### src/rtl/counter_4bit_down_pkg.sv
// Shared constants and FSM state encoding for the cascadable 4-bit down counter.
package counter_4bit_down_pkg;

  localparam int unsigned CNT_W = 4;
  localparam logic [CNT_W-1:0] CNT_TERM = 4'b1111;

  typedef enum logic [1:0] {
    IDLE = 2'd0,
    RUN  = 2'd1,
    DONE = 2'd2
  } state_t;

endpackage

### src/rtl/counter_4bit_down.sv
// Cascadable 4-bit down counter with parallel load, free-run wrap or one-shot expiry.
module counter_4bit_down
  import counter_4bit_down_pkg::*;
(
  input  logic       clk,
  input  logic       rst,
  input  logic       en,
  input  logic       ld,
  input  logic [3:0] D,
  input  logic       mode,
  output logic       Qa,
  output logic       Qb,
  output logic       Qc,
  output logic       Qd,
  output logic       Rb,
  output logic       done
);

  state_t           state, state_nxt;
  logic [CNT_W-1:0] count, count_nxt;
  logic             count_zero;

  assign count_zero = (count == '0);

  // Borrow is combinational so the next stage sees it in the same cycle.
  assign Rb = (state == RUN) & en & count_zero;

  assign Qa = count[0];
  assign Qb = count[1];
  assign Qc = count[2];
  assign Qd = count[3];

  // Next-state and next-count: load beats enable; IDLE and DONE ignore en.
  always_comb begin
    state_nxt = state;
    count_nxt = count;
    if (ld) begin
      state_nxt = RUN;
      count_nxt = D;
    end else begin
      case (state)
        RUN: begin
          if (en) begin
            if (!count_zero) begin
              count_nxt = count - CNT_W'(1);
            end else if (!mode) begin
              count_nxt = CNT_TERM;
            end else begin
              state_nxt = DONE;
              count_nxt = '0;
            end
          end
        end
        DONE: begin
          count_nxt = '0;
        end
        default: ;
      endcase
    end
  end

  always_ff @(posedge clk or posedge rst) begin
    if (rst) begin
      state <= IDLE;
      count <= '0;
      done  <= 1'b0;
    end else begin
      state <= state_nxt;
      count <= count_nxt;
      done  <= (state_nxt == DONE);
    end
  end

endmodule
### config.mk
export PLATFORM = sky130hd
export DESIGN_NAME = counter_4bit_down
export DESIGN_NICKNAME = d
export VERILOG_FILES = /design/src/rtl/counter_4bit_down_pkg.sv /design/src/rtl/counter_4bit_down.sv
export SDC_FILE = /design/constraint.sdc
export NUM_CORES = 1
export LEC_CHECK = 0
export CAP_MARGIN = 15
export CORE_AREA = 8 8 45 47
export CTS_CLUSTER_DIAMETER = 120
export DETAILED_ROUTE_END_ITERATION = 6
export DIE_AREA = 0 0 53 55
export SLEW_MARGIN = 20
export SYNTH_ARGS = -nofsm -noshare
export SYNTH_HDL_FRONTEND = slang
export SYNTH_SLANG_ARGS = --single-unit
### constraint.sdc
create_clock -name clk -period 2.31 [get_ports clk]
set_clock_uncertainty 0.15 [all_clocks]
set_input_delay 0.3465 -clock clk [delete_from_list [all_inputs] [get_ports clk]]
set_output_delay 0.3465 -clock clk [all_outputs]
set_load 0.02 [all_outputs]
Yosys cells after proc, flatten, opt, wreduce, memory -nomap -nowiden --
Index checks and enable logic that the tools add are counted. Widths: inputs -> output; s select.
Storage, ports and cells: register bits 7, bits of input ports 9, output and inout port bits 6
Operators by class: bitwise operators 2, add/subtract/negate cells 1, mux-type cells 10, reduce and logical (&&, ||, !) cells 3, equality and inequality tests 4
Operators by type and width (count):
- $mux 4 | 4
- $mux 2 | 5
- $pmux 4 s2 | 1
- $eq 2x2->1 const B | 2
- $logic_not 4->1 | 1
- $sub 4x1->4 const B | 1
- $ne 3x3->1 const B | 1
- $reduce_bool 3->1 | 1
- $and 1x1->1 | 2
- $eq 2x1->1 const B | 1
- $reduce_and 2->1 | 1

Depth between registers and ports, before layout --
depth in word-level cells 6, gate-level depth with buffers 6

Least setup slack after synthesis --
Ideal clock, no wire load.
kind flip-flop to flip-flop, from register count[0], to register count[1], cell stages (with the launch flop) 6, library setup time 126 ps, slack 586 ps, arrival 1448 ps, path buffers 0, period minus slack after synthesis 1724 ps, path through dfrtp_1 -> inv_1 -> ha_1 -> and4bb_2 -> a21oi_1 -> a221o_1
On the way: longest elaborated chain between the ends 5, elaborated cells on any way between the ends 6
RTL lines:
- from (decl) | line counter_4bit_down.sv:20 | logic [CNT_W-1:0] count, count_nxt;
- from (signal assigned) | line counter_4bit_down.sv:69 | count <= count_nxt;
- $sub 4x1->4 or $logic_not 4->1 (tied branches) | line counter_4bit_down.sv:45, counter_4bit_down.sv:23
- $mux 4 * | line counter_4bit_down.sv:44 | if (!count_zero) begin
- $mux 4 * | line counter_4bit_down.sv:43 | if (en) begin
- $pmux 4 s2 * | line counter_4bit_down.sv:41 | case (state)
- $mux 4 * | line counter_4bit_down.sv:37 | if (ld) begin
Every way passes the cells marked *; elsewhere a longest branch is shown, timed or not. The select of a mux whose other input is x is not followed. A chain may end at the register's enable or synchronous reset.

Worst setup path after layout --
from register count[0], to output port Rb
On the way: longest elaborated chain between the ends 2
RTL lines:
- $logic_not 4->1 | line counter_4bit_down.sv:23 | assign count_zero = (count == '0);
- $and 1x1->1 | line counter_4bit_down.sv:26 | assign Rb = (state == RUN) & en & count_zero;
- to (decl) | line counter_4bit_down.sv:15 | output logic Rb,
No other way between the ends.

==> impl_metrics.py <==
metrics = {
    "outcome": {
        "status": "finished clean",
    },
    "clock_network": {
        "numCtsBuffers": 3,
        "hold_buffers": 0,
        "post_cts_buffers": 0,
        "clkLatencyLatePin_ns": 0.25,
        "cts_max_path_buffers": 2,
        "cts_root_buffer": "clkbuf_4",
        "cts_tree": "yes",
        "htree_levels": 1,
        "cts_resized": 1,
        "clkTransAtPathRegs_ns": 0.05,
        "clock_sinks": 7,
    },
    "worst_setup_path": {
        "path_cells": "inv_1, ha_1, nand2_1, nor2_1, dlygate4sd2_1",
        "endpoint_kind": "output port",
        "cp.buffers_inverters": 2,
        "critPathSlowestCell": "dfrtp_1",
        "reg2reg_slack_ns": 0.54,
        "slowest_delay_ns": 0.44,
        "crit_family": "buffers and inverters",
        "worstPathMaxFanout": 7,
        "critPathKind": "register to output port",
        "critPathLaunchType": "register",
        "worstPathRequired_ns": 1.81,
        "cp.arrival_ns": 1.60,
    },
    "yosys": {
        "synth_cell_types": 24,
        "synth_ff_type": "dfrtp_1",
        "synth_nets": 60,
        "synth_edf_count": 0,
        "ys_ff_latch": 7,
        "async_reset_ff_share_pct": 100.0,
        "synth_largest_area_cell": "dfrtp_1",
        "synth.cell_area_sq_um": 436.7,
        "synth_top_cell_area_share_pct": 40.11,
        "yosysSeqAreaShare_pct": 40.11,
        "ys_top_cells_by_area": "dfrtp_1 (40%), nand2_1 (5.2%), nor2_1 (5.2%)",
        "syn-mean-instance-area_sq_um": 8.733,
        "ys.warnings.count": 0,
        "syn_inst": 50,
    },
    "floorplan": {
        "fp.dieH_um": 55,
        "core_sq_um": 1384,
        "die_w_um": 53,
        "rows": 14,
        "die_area_sq_um": 2915,
        "initial_utilization_pct": 31.56,
        "num_io_pins": 15,
    },
    "grt": {
        "grt_pass1_wl_um": 1725,
        "overflow": 0,
        "grt_use_total_pct": 8.127,
        "grt_pass1_vias": 415,
        "grt.busiest_layer": "met2",
        "met3_usage_pct": 2.674,
        "antenna_found_initial": 0,
        "grt.met1_usage_pct": 9.553,
        "use_met2_pct": 11.91,
        "grt_max_degree": 12,
    },
    "job": {
        "cap_viol_max_count": 0,
    },
    "sta": {
        "finalCritPeriodShare_pct": 90.54,
        "worstMarginPinSlew_ns": 0.3504,
        "finalHoldViolCount": 0,
        "setup_tns_ns": 0,
        "rsz0062_at_grt": "no",
        "setup_viol": 0,
        "drv_slew": 0,
        "fin_hold_ws_ns": 0.1756,
        "period_minus_slack_ns": 2.092,
        "fmaxAchievable_ghz": 0.4781,
        "slew_headroom_pct": 76.57,
    },
    "hold_path": {
        "hp-class": "input pin to asynchronous set/reset pin",
    },
    "routing": {
        "vias": 433,
        "ant_nets": 0,
        "routed_wl_um": 1027,
        "first_pass_iters": 4,
        "wl_per_cell_um": 12.23,
        "drt_iter0_markers": 10,
        "vias_per_cell": 5.155,
        "drc_errors": 0,
    },
    "power_and_ir_drop": {
        "p_leak_nw": 0.2685,
        "power.density_nw_per_um2": 601.7,
        "peakVddDrop_v": 0.0002201,
    },
    "cells_and_area": {
        "fillers": 148,
        "nets": 79,
        "drive_gt1_share_pct": 8.824,
        "area_growth_pct": 43.27,
        "antennaDiodeCount": 0,
    },
    "placement": {
        "gp_congestion": 0.7557,
        "port_buffers": 14,
        "post-dp-hpwl_um": 812.3,
    },
}
==> final cells by class <==
cell class,instances,area (sq um),share of cell area (%)
clock buffer,4,26.28,4.200
inverter,4,15.01,2.400
multi-input combinational,38,242.7,38.80
sequential,7,175.2,28.00
tap,16,20.02,3.200
timing repair buffer,15,146.4,23.40
==> per-layer routing <==
metal	vias up	routed length [um]
met1	205	480
met5	-	0
met3	2	54
met4	0	10
li1	217	-
met2	9	482
==> registers in the layout (all words and copies together) (netlist names) <==
name   count
state      2
done       1
count      4
==> power by group <==
group          total [mW]  internal, mW  leakage (nW)  switching (mW)
Clock               0.110        0.0659        0.0150          0.0445
Combinational       0.116        0.0610         0.169          0.0550
Sequential          0.150         0.133        0.0841          0.0166
==> cells in the mapped netlist, types with 2 or more instances <==
cell type and n:
a211o_1 2, a21oi_1 2, a31oi_1 2, dfrtp_1 7, inv_1 4, nand2_1 6, nand2b_1 2, nand3b_1 2
nor2_1 6, o21ai_0 3
==> cells in the final DEF (no fill, tap or decap), drive strengths merged <==
cell,n
a211o,2
a21o,1
a21oi,2
a221o,1
a31oi,2
and3b,1
and4bb,1
buf,1
clkbuf,4
clkdlybuf4s50,13
dfrtp,7
dlygate4sd2,1
ha,1
inv,4
mux2i,1
nand2,6
nand2b,2
nand3,1
nand3b,2
nor2,6
nor2b,1
nor3,1
o21ai,4
o221a,1
o31ai,1
o32a,1
==> through the flow <==
| stage | worst slack (ns) | util (%) | power [mW] | instance area, sq um | cells |
|---|---|---|---|---|---|
| after floorplan | 0.5857 | - | 0.2184 | 436.7 | 50 |
| after global placement | 0.1054 | 43.40 | 0.2701 | 600.6 | 80 |
| after detailed placement | 0.09913 | 43.40 | 0.2694 | 600.6 | 80 |
| after CTS | 0.2252 | 45.21 | 0.3814 | 625.6 | 84 |
| after global routing | 0.09079 | 45.21 | 0.4073 | 625.6 | 84 |
| final | 0.2184 | 45.21 | 0.3764 | 625.6 | 84 |
==> cells by family (layout without fill, tap and decap cells) <==
family | Yosys count | after routing | synth area share [%]
compound gates | 15 | 15 | 25.22
buf+inv | 5 | 23 | 4.296
mux | 1 | 1 | 2.292
flops | 7 | 7 | 40.12
simple gates | 21 | 21 | 25.21
fa+ha+maj | 1 | 1 | 2.865
==> path summary, 6_finish.rpt <==
kind,from,endpoint,cells past startpoint
worst max-delay path,count[0],Rb,5
worst min register to register,state[0],state[0],1
worst max register to register,count[0],count[1],5
min in group clk,state[0],state[0],1
max in group asynchronous,rst,count[1],2
worst min-delay path,rst,done,2
Note: power is estimated with default switching activity, not from simulation.
